===== src/rtl/galois_sub_three_serial.sv =====
// galois_sub_three_serial
//
// Limb-serial modular subtractor: diff = (num1 - num2 - num3) mod PRIME.
// The 254-bit operation is split into LIMB_BITS-wide slices so that no carry
// chain is longer than one limb. It runs as two subtract passes. Each pass is
// followed by an optional fix-up pass that adds PRIME back when the subtraction
// went negative.
//
// Ports:
//   clk        rising-edge clock
//   rst        asynchronous, active-low reset
//   in_valid   operands valid
//   in_ready   block idle and able to accept operands
//   num1..3    N_BITS operands, each expected to be < PRIME
//   out_valid  diff valid; held until out_ready
//   out_ready  consumer accepts diff
//   diff       result in [0, PRIME); zero whenever out_valid is low
//
// Build option:
//   GALOIS_SUB_CONST_TIME_EN  when defined, both fix-up passes always run
//                             (adding PRIME or 0). Latency then does not
//                             depend on the data.

module galois_sub_three_serial #(
  parameter int N_BITS    = 254,
  parameter int LIMB_BITS = 64,
  parameter logic [N_BITS-1:0] PRIME =
    254'h30644e72e131a029b85045b68181585d2833e84879b9709143e1f593f0000001
) (
  input  logic              clk,
  input  logic              rst,
  input  logic              in_valid,
  output logic              in_ready,
  input  logic [N_BITS-1:0] num1,
  input  logic [N_BITS-1:0] num2,
  input  logic [N_BITS-1:0] num3,
  output logic              out_valid,
  input  logic              out_ready,
  output logic [N_BITS-1:0] diff
);

  localparam int NUM_LIMBS = (N_BITS + LIMB_BITS - 1) / LIMB_BITS;
  localparam int W         = NUM_LIMBS * LIMB_BITS;
  localparam int CW        = (NUM_LIMBS > 1) ? $clog2(NUM_LIMBS) : 1;
  localparam logic [CW-1:0] LAST_LIMB = CW'(NUM_LIMBS - 1);
  localparam logic [W-1:0]  PRIME_EXT = W'(PRIME);

`ifdef GALOIS_SUB_CONST_TIME_EN
  localparam bit CONST_TIME = 1'b1;
`else
  localparam bit CONST_TIME = 1'b0;
`endif

  localparam logic [2:0] S_IDLE = 3'd0;
  localparam logic [2:0] S_SUB1 = 3'd1;
  localparam logic [2:0] S_FIX1 = 3'd2;
  localparam logic [2:0] S_SUB2 = 3'd3;
  localparam logic [2:0] S_FIX2 = 3'd4;
  localparam logic [2:0] S_DONE = 3'd5;

  logic [2:0]        state, state_next;
  logic [CW-1:0]     cnt;
  logic              borrow;
  logic              neg;
  logic              in_ready_q;
  logic [W-1:0]      x, y, t, t_next;
  logic [N_BITS-1:0] num3_q;

  logic                 is_sub, is_fix, last, accept;
  logic [LIMB_BITS-1:0] x_limb, y_limb, t_limb, p_limb, limb_res;
  logic [LIMB_BITS:0]   sub_full, fix_full;
  logic                 limb_cout;

  // Single limb datapath shared by the subtract and fix-up passes. The borrow
  // register carries the borrow in SUBn and the carry in FIXn. In a subtract
  // pass, the extra top bit of the (LIMB_BITS+1)-bit difference is the
  // borrow-out.
  always_comb begin
    is_sub   = (state == S_SUB1) || (state == S_SUB2);
    is_fix   = (state == S_FIX1) || (state == S_FIX2);
    last     = (cnt == LAST_LIMB);
    accept   = (state == S_IDLE) && in_valid && in_ready_q;
    x_limb   = x[int'(cnt) * LIMB_BITS +: LIMB_BITS];
    y_limb   = y[int'(cnt) * LIMB_BITS +: LIMB_BITS];
    t_limb   = t[int'(cnt) * LIMB_BITS +: LIMB_BITS];
    p_limb   = neg ? PRIME_EXT[int'(cnt) * LIMB_BITS +: LIMB_BITS] : '0;
    sub_full = {1'b0, x_limb} - {1'b0, y_limb} - {{LIMB_BITS{1'b0}}, borrow};
    fix_full = {1'b0, t_limb} + {1'b0, p_limb} + {{LIMB_BITS{1'b0}}, borrow};
    limb_res  = is_fix ? fix_full[LIMB_BITS-1:0] : sub_full[LIMB_BITS-1:0];
    limb_cout = is_fix ? fix_full[LIMB_BITS] : sub_full[LIMB_BITS];
    t_next = t;
    if (is_sub || is_fix) begin
      t_next[int'(cnt) * LIMB_BITS +: LIMB_BITS] = limb_res;
    end
  end

  // Pass sequencing. A fix-up pass runs only after a negative subtraction,
  // unless constant-time mode forces it every time.
  always_comb begin
    state_next = state;
    case (state)
      S_IDLE: if (accept) state_next = S_SUB1;
      S_SUB1: if (last) state_next = (CONST_TIME || limb_cout) ? S_FIX1 : S_SUB2;
      S_FIX1: if (last) state_next = S_SUB2;
      S_SUB2: if (last) state_next = (CONST_TIME || limb_cout) ? S_FIX2 : S_DONE;
      S_FIX2: if (last) state_next = S_DONE;
      S_DONE: if (out_ready) state_next = S_IDLE;
      default: state_next = S_IDLE;
    endcase
  end

  // State and datapath registers. The counter and borrow clear on every
  // state change, so each pass starts at limb 0 with no borrow. When the FSM
  // enters SUB2, the first-stage result (including the limb written on this
  // same edge) becomes the new minuend and num3 becomes the subtrahend.
  always_ff @(posedge clk or negedge rst) begin
    if (!rst) begin
      state      <= S_IDLE;
      in_ready_q <= 1'b0;
      cnt        <= '0;
      borrow     <= 1'b0;
      neg        <= 1'b0;
      x          <= '0;
      y          <= '0;
      t          <= '0;
      num3_q     <= '0;
    end else begin
      state      <= state_next;
      in_ready_q <= (state_next == S_IDLE);
      if (state_next != state) begin
        cnt    <= '0;
        borrow <= 1'b0;
      end else if (is_sub || is_fix) begin
        cnt    <= cnt + CW'(1);
        borrow <= limb_cout;
      end
      if (is_sub || is_fix) begin
        t <= t_next;
      end
      if (is_sub && last) begin
        neg <= limb_cout;
      end
      if (accept) begin
        x      <= W'(num1);
        y      <= W'(num2);
        num3_q <= num3;
        neg    <= 1'b0;
      end else if ((state_next == S_SUB2) && (state != S_SUB2)) begin
        x <= t_next;
        y <= W'(num3_q);
      end
    end
  end

  assign in_ready  = in_ready_q;
  assign out_valid = (state == S_DONE);
  assign diff      = out_valid ? t[N_BITS-1:0] : '0;

  // The pad bits above N_BITS are zero for in-range operands and are never
  // driven out.
  generate
    if (W > N_BITS) begin : g_pad
      logic unused_pad;
      assign unused_pad = ^t[W-1:N_BITS];
    end
  endgenerate

endmodule


===== config.mk =====
export PLATFORM = sky130hd
export DESIGN_NAME = galois_sub_three_serial
export DESIGN_NICKNAME = d
export VERILOG_FILES = /design/src/rtl/galois_sub_three_serial.sv
export SDC_FILE = /design/constraint.sdc
export NUM_CORES = 2
export LEC_CHECK = 0
export BUFFER_PORTS_ARGS = -buffer_cell sky130_fd_sc_hd__buf_2
export CAP_MARGIN = 20
export CORE_AREA = 2 2 397 399
export CTS_BUF_LIST = sky130_fd_sc_hd__clkbuf_4
export CTS_CLUSTER_DIAMETER = 30
export CTS_CLUSTER_SIZE = 40
export DETAILED_ROUTE_END_ITERATION = 12
export DIE_AREA = 0 0 399 401
export GPL_ROUTABILITY_DRIVEN = 0
export SYNTH_ARGS = -nofsm -noshare
export SYNTH_HDL_FRONTEND = slang
export SYNTH_SLANG_ARGS = --single-unit

===== constraint.sdc =====
create_clock -name clk -period 13.9 [get_ports clk]
set_input_delay 0.695 -clock clk [delete_from_list [all_inputs] [get_ports clk]]
set_output_delay 0.695 -clock clk [all_outputs]
set_load 0.01 [all_outputs]

# --- Word level (Yosys, flattened, before mapping) ---
# Index checks and enable logic that the tools add are counted.
word_totals:
  reg_bits: 1030
  output_inout_bits: 256
  inputBits: 766
  wordCells: 67
classes:
  addsub: 6
  shifts: 6
  mux: 25
  n_reduce_logical: 12
  n_eq_ne: 9
op_table:
  columns: ["cell", "n"]
  rows:
  - ["$mux W256", 5]
  - ["$shiftx A256 B9 Y64", 3]
  - ["$bwmux W256", 1]
  - ["$shift A64 B33 Y256 const A", 1]
  - ["$shiftx A256 B9 Y64 const A", 1]
  - ["$shiftx A64 B33 Y256", 1]
  - ["$mux W254", 1]
  - ["$mux W64", 2]
  - ["$add A64 B64 Y65", 1]
  - ["$add A65 B1 Y65", 1]
  - ["$sub A64 B64 Y65", 1]
  - ["$sub A65 B1 Y65", 1]
  - ["$neg A8 Y33", 1]
  - ["$mux W3", 6]
  - ["$pmux W3 S6", 1]
  - ["$eq A3 B2 Y1 const B", 3]
  - ["$mux W1", 7]
  - ["$eq A3 B3 Y1 const B", 2]
  - ["$logic_not A3 Y1", 2]
  - ["$reduce_bool A2 Y1", 3]
  - ["$logic_and A1 B1 Y1", 4]
  - ["$mux W2", 2]
  - ["$eq A3 B1 Y1 const B", 1]
  - ["$logic_or A1 B1 Y1", 3]
  - ["4 further kinds", 4]

# --- Longest topological paths before layout ---
depth:
  word_depth: 12
  depth_mapped: 24
  depth_no_buf: 16

# --- Worst setup path after synthesis ---
# Ideal clock, no wire load.
synth_path:
  kind: "register to register"
  startpoint: "register cnt[0]"
  endpoint: "register x[253]"
  stages_incl_launch_ff: 23
  setup_time_ps: 137
  path_slack_ps: 8239
  t_arrival_ps: 5524
  required_ps: 13763
  n_path_buf: 9
  period_less_slack_ps: 5661
  cell_sequence: "dfrtp_1 buf_6 buf_6 clkbuf_1 buf_1 mux4_2 ha_1 inv_1 ha_1 buf_2 nand4_1 or3_1 or4_1 o32ai_1 o21ai_1 and2_4 o311a_1 buf_2 buf_6 buf_6 buf_2 o221ai_1 o31ai_1"
synth_between:
  elab_chain_cells: 11
  word_cells_on_any_way: 29
  classes_between: "add/sub (5); eq/ne (2); shift (6); mux (14); reduce/logical (2)"
synth_rtl:
  columns: ["element", "line", "source"]
  rows:
  - ["start, declared", "62", "logic [CW-1:0] cnt;"]
  - ["start signal, assigned", "134", "cnt <= cnt + CW'(1);"]
  - ["branches (longest 11 deep; another with $add A64 B64 Y65)", null, null]
  - ["end signal, assigned", "144", "x <= W'(num1);"]
  - ["end signal, assigned", "149", "x <= t_next;"]
  - ["end, declared", "66", "logic [W-1:0] x, y, t, t_next;"]
# Several ways; the timed one is not identified. The select of a mux whose other input is x is not followed.
# A chain may end at the register's enable or synchronous reset.

# --- Final worst setup path ---
layout_path:
  startpoint: "register cnt[1]"
  endpoint: "register y[206]"
layout_between:
  elab_chain_cells: 11
  word_cells_on_any_way: 21
  classes_between: "add/sub (4); eq/ne (2); shift (4); mux (9); reduce/logical (2)"
layout_rtl:
  columns: ["element", "line", "source"]
  rows:
  - ["$shiftx A256 B9 Y64", "86", "p_limb = neg ? PRIME_EXT[int'(cnt) * LIMB_BITS +: LIMB_BITS] : '0;"]
  - ["$mux W64", "86", null]
  - ["$add A64 B64 Y65", "88", "fix_full = {1'b0, t_limb} + {1'b0, p_limb} + {{LIMB_BITS{1'b0}}, borrow};"]
  - ["$add A65 B1 Y65", "88", null]
  - ["$mux W1", "90", "limb_cout = is_fix ? fix_full[LIMB_BITS] : sub_full[LIMB_BITS];"]
  - ["$mux W1", "103, 105", null]
  - ["$mux W3, on equally long branches", "105, 103", null]
  - ["$pmux W3 S6 *", "101", "case (state)"]
  - ["$eq A3 B2 Y1 *", "148", "end else if ((state_next == S_SUB2) && (state != S_SUB2)) begin"]
  - ["$logic_and A1 B1 Y1 *", "148", null]
  - ["$reduce_bool A2 Y1 (no source line) *", null, null]
  - ["end signal, assigned", "145", "y <= W'(num2);"]
  - ["end signal, assigned", "150", "y <= W'(num3_q);"]
  - ["end, declared", "66", null]
# Every way passes the cells marked *; elsewhere a longest branch is shown, timed or not.

==> impl_metrics.xml <==
<?xml version="1.0" encoding="UTF-8"?>
<metrics>
  <group name="timing">
    <metric name="slew_at_the_pin_with_the_worst_max_slew_slack" unit="ns">1.33</metric>
    <metric name="finalSetupViolations" unit="">0</metric>
    <metric name="unrepaired_setup_endpoints_after_global_routing" unit="">no</metric>
    <metric name="maxSlewHeadroom" unit="">0.111</metric>
    <metric name="finalCritPeriodShare" unit="">0.594</metric>
    <metric name="final_max_slew_viol_count" unit="">0</metric>
    <metric name="period_needed" unit="ns">8.25</metric>
    <metric name="final-hold-violation-count" unit="">0</metric>
    <metric name="achievable-frequency" unit="MHz">121</metric>
    <metric name="totalNegativeSetupSlack" unit="ns">0</metric>
    <metric name="fin_worst_skew" unit="ns">0.146</metric>
  </group>
  <group name="yosys">
    <metric name="synth_seq_area_share" unit="">0.443</metric>
    <metric name="synth_enable_flop_cells" unit="">0</metric>
    <metric name="synthFlopType" unit="">sky130_fd_sc_hd__dfrtp_1</metric>
    <metric name="synth-async-reset-ratio" unit="">1.00</metric>
    <metric name="post_synth_instance_area" unit="mm²">0.0580</metric>
    <metric name="synth.most_common_cell" unit="">sky130_fd_sc_hd__nand2_1</metric>
    <metric name="synth_compound_area_frac" unit="">0.157</metric>
    <metric name="simple_gate_share_of_the_synthesized_area" unit="">0.195</metric>
    <metric name="post_synth_xor_area_fraction" unit="">0.0169</metric>
    <metric name="synth_top_cells_by_count" unit="">1,659 x sky130_fd_sc_hd__nand2_1, 1,028 x sky130_fd_sc_hd__dfrtp_1, 380 x sky130_fd_sc_hd__nor2_1</metric>
    <metric name="ys_seq_elements" unit="">1028</metric>
    <metric name="multiplexer_share_of_the_synthesized_area" unit="">0.0992</metric>
    <metric name="synth.net_count" unit="">7264</metric>
    <metric name="yosysTopAreaCellShare" unit="">0.443</metric>
    <metric name="synth_top_area_cell" unit="">sky130_fd_sc_hd__dfrtp_1</metric>
    <metric name="postSynthCellCount" unit="">6310</metric>
    <metric name="ys_types" unit="">98</metric>
    <metric name="synth-warning-count" unit="">0</metric>
    <metric name="synth_area_leaders" unit="">sky130_fd_sc_hd__dfrtp_1 44%, sky130_fd_sc_hd__nand2_1 11%, sky130_fd_sc_hd__mux4_2 7.3%, sky130_fd_sc_hd__ha_1 4.0%, sky130_fd_sc_hd__a31oi_1 3.1%</metric>
    <metric name="syn_avg_cell_area" unit="µm²">9.20</metric>
    <metric name="post_synth_fa_ha_maj_area_fraction" unit="">0.0409</metric>
    <metric name="combinational_family_with_the_most_area_after_synthesis" unit="">simple AND/OR/NAND/NOR gates</metric>
  </group>
  <group name="clock_tree">
    <metric name="root_buffer" unit="">sky130_fd_sc_hd__clkbuf_4</metric>
    <metric name="clock_insertion_delay_worst_skew" unit="ns">1.28</metric>
    <metric name="cts_max_path_buffers" unit="">4</metric>
    <metric name="clock-sinks" unit="">1028</metric>
    <metric name="cts_inserted_buffers" unit="">281</metric>
    <metric name="clock_tree.htree_level_count" unit="">5</metric>
    <metric name="clk_pin_slew_worst_paths" unit="ns">0.09</metric>
    <metric name="cts.repair.resized" unit="">0</metric>
    <metric name="tritoncts" unit="">yes</metric>
  </group>
  <group name="worst_setup_path">
    <metric name="cp_top_family" unit="">buffers and inverters</metric>
    <metric name="start_kind" unit="">flip-flop</metric>
    <metric name="critical_path.n_buffers_inverters" unit="">6</metric>
    <metric name="crit_type" unit="">reg -&gt; reg</metric>
    <metric name="critical_path_depth" unit="">18</metric>
    <metric name="r2r_cells" unit="">18</metric>
    <metric name="cp-end-kind" unit="">flip-flop</metric>
    <metric name="crit_path_frequent_cell" unit="">sky130_fd_sc_hd__buf_4</metric>
    <metric name="cp_data_arrival_time" unit="ns">9.32</metric>
    <metric name="worst_path_largest_cell_delay" unit="ns">0.89</metric>
    <metric name="timing.critical_path.slowest_stage_cell" unit="">sky130_fd_sc_hd__buf_4</metric>
    <metric name="worst_path_cell_trace" unit="">buf_4, buf_4, mux4_2, inv_1, ha_1, inv_1, ha_1, nand4_1, or3_1, or4_1, o32ai_1, o21ai_1, and2_4, o311ai_4, buf_12, buf_4, nand2_1, a31oi_1</metric>
    <metric name="required_time_at_the_endpoint_of_the_critical_path" unit="ns">14.97</metric>
    <metric name="crit_fanout" unit="">194</metric>
  </group>
  <group name="placed_design">
    <metric name="buffer_ports.inserted" unit="">1021</metric>
    <metric name="detailedPlacementHpwl" unit="mm">175</metric>
  </group>
  <group name="cells_and_area">
    <metric name="drive_above_1_share" unit="">0.217</metric>
    <metric name="synth_to_final_area_change" unit="%">31.3</metric>
    <metric name="num-nets-final" unit="">8929</metric>
  </group>
  <group name="routing">
    <metric name="total_wire_length" unit="mm">254</metric>
    <metric name="drtAntennaViolNets" unit="">0</metric>
    <metric name="via_count" unit="">58000</metric>
    <metric name="routed_via_density" unit="">5.65</metric>
    <metric name="initial_drc_count" unit="">5928</metric>
    <metric name="post_drt_wl_per_cell" unit="µm">24.8</metric>
    <metric name="post-route-drc-count" unit="">0</metric>
    <metric name="first_pass_iters" unit="">6</metric>
  </group>
  <group name="die">
    <metric name="core_area" unit="mm²">0.156</metric>
    <metric name="die_w" unit="µm">399</metric>
    <metric name="boundary_pin_count" unit="">1022</metric>
    <metric name="rows" unit="">145</metric>
    <metric name="vert_die_dim" unit="µm">401</metric>
    <metric name="initial_utilization" unit="">0.373</metric>
    <metric name="die-area" unit="mm²">0.160</metric>
  </group>
  <group name="run_status">
    <metric name="outcome" unit="">finished, final reports clean</metric>
  </group>
  <group name="grt">
    <metric name="grt_usage" unit="">0.309</metric>
    <metric name="grt_start_max_net_pins" unit="">256</metric>
    <metric name="first_global_vias" unit="">57500</metric>
    <metric name="use_met3" unit="">0.0719</metric>
    <metric name="first_pass_grt_wire_length" unit="mm">371</metric>
    <metric name="initial_antenna_violation_count" unit="">67</metric>
    <metric name="grt_most_used_layer" unit="">met2</metric>
    <metric name="grt_use_met2" unit="">0.468</metric>
    <metric name="use_met1" unit="">0.417</metric>
    <metric name="global_route.overflow_total" unit="">0</metric>
  </group>
  <group name="hold_path">
    <metric name="timing.hold.worst.class" unit="">in -&gt; reg</metric>
    <metric name="min_delay_path_depth" unit="">4</metric>
  </group>
  <group name="job">
    <metric name="maxCapViolations" unit="">0</metric>
  </group>
</metrics>
worst paths after layout:
check / slack, ns / start / to
max: 5.65 / cnt[1]$_DFFE_PN0P_ / y[206]$_DFFE_PN0P_
min: 0.15 / num3[179] / num3_q[179]$_DFFE_PN0P_
max reg2reg: 5.65 / cnt[1]$_DFFE_PN0P_ / y[206]$_DFFE_PN0P_
min reg2reg: 0.47 / num3_q[101]$_DFFE_PN0P_ / num3_q[101]$_DFFE_PN0P_
max in group asynchronous: 10.35 / rst / y[23]$_DFFE_PN0P_
min in group asynchronous: 0.46 / rst / t[233]$_DFFE_PN0N_
layout make-up:
type                    instances  area, µm²
diodes                         40        100
fillers                     14400      79400
multi-input cells            4587      29600
clock inverters               150       1390
inverters                     226        848
repair buffers               1851      13500
flip-flops and latches       1028      25700
clock buffers                 324       2430
well taps                    2058       2570
cells in the final DEF, fill, tap and decap left out, types with 36 or more instances in the layout:
cell type / netlist / layout
sky130_fd_sc_hd__a21o_1: 80 / 80
sky130_fd_sc_hd__clkinv_2: 0 / 45
sky130_fd_sc_hd__diode_2: 0 / 40
sky130_fd_sc_hd__a31oi_1: 292 / 292
sky130_fd_sc_hd__buf_4: 14 / 47
sky130_fd_sc_hd__nand3_1: 37 / 36
sky130_fd_sc_hd__a22o_1: 143 / 143
sky130_fd_sc_hd__buf_2: 70 / 1020
sky130_fd_sc_hd__o21ai_1: 129 / 129
sky130_fd_sc_hd__mux2i_1: 143 / 143
sky130_fd_sc_hd__clkinv_1: 1 / 48
sky130_fd_sc_hd__a21oi_1: 163 / 162
sky130_fd_sc_hd__o21ai_0: 184 / 184
sky130_fd_sc_hd__nand2_1: 1659 / 1654
sky130_fd_sc_hd__xor2_1: 50 / 50
sky130_fd_sc_hd__clkbuf_4: 0 / 324
sky130_fd_sc_hd__dlygate4sd3_1: 0 / 766
sky130_fd_sc_hd__and2_1: 275 / 275
sky130_fd_sc_hd__a221o_1: 75 / 75
sky130_fd_sc_hd__mux4_2: 187 / 187
sky130_fd_sc_hd__and3_1: 91 / 90
sky130_fd_sc_hd__inv_1: 225 / 225
sky130_fd_sc_hd__nand4_1: 47 / 47
sky130_fd_sc_hd__ha_1: 185 / 185
sky130_fd_sc_hd__nor2_1: 380 / 378
sky130_fd_sc_hd__dfrtp_1: 1028 / 1026
sky130_fd_sc_hd__xnor2_1: 62 / 62
through the flow:
stage | hold slack, ns | instance area, µm² | setup slack (ns) | utilization | instances
detailed placement | 0.462 | 64500 | 5.95 | 0.415 | 8980
global placement | 0.458 | 64500 | 6.04 | 0.415 | 8980
finish | 0.150 | 76200 | 5.65 | 0.490 | 10300
global route | 0.0317 | 76200 | 5.53 | 0.489 | 10300
floorplan | 0.399 | 58000 | 8.24 | - | 6310
CTS | 0.00130 | 76000 | 5.94 | 0.489 | 10200
cells by family after synthesis:
kind of cell / Yosys count
flip-flops: 1028
buffers and inverters: 695
multiplexers: 337
adder cells (fa/ha/maj): 188
XOR/XNOR: 112
AND/OR/NAND/NOR: 2622
AO/OA/AOI/OAI: 1328
metal layers:
metal | part of all wire | routed length, µm
met1 | 0.41 | 105000
met2 | 0.44 | 113000
met3 | 0.092 | 23500
met4 | 0.051 | 13000
met5 | 0.00076 | 193
timing repair:
item / 4_1_cts / 5_1_grt
endpoints found under the hold margin: 879 / 0
setup buffers: 0 / 0
hold buffers: 767 / 0
sequential cells by signal, indices dropped and copies added, names as in the netlist:
register	flops
y	254
x	256
t	256
borrow	1
cnt	2
neg	1
num3_q	254
state	3
in_ready	1
worst register-to-register path: stages (launching register included):
cell and delay, ns:
sky130_fd_sc_hd__dfrtp_4 0.87, sky130_fd_sc_hd__buf_4 0.62, sky130_fd_sc_hd__buf_4 0.68, sky130_fd_sc_hd__mux4_2 0.36, sky130_fd_sc_hd__inv_1 0.06, sky130_fd_sc_hd__ha_1 0.27
sky130_fd_sc_hd__inv_1 0.04, sky130_fd_sc_hd__ha_1 0.44, sky130_fd_sc_hd__nand4_1 0.16, sky130_fd_sc_hd__or3_1 0.46, sky130_fd_sc_hd__or4_1 0.56, sky130_fd_sc_hd__o32ai_1 0.46
sky130_fd_sc_hd__o21ai_1 0.19, sky130_fd_sc_hd__and2_4 0.23, sky130_fd_sc_hd__o311ai_4 0.31, sky130_fd_sc_hd__buf_12 0.53, sky130_fd_sc_hd__buf_4 1.36, sky130_fd_sc_hd__nand2_1 0.30
sky130_fd_sc_hd__a31oi_1 0.23
Power is not shown: default switching activity piles up to over one toggle a cycle in this logic, so the estimate is an artifact.
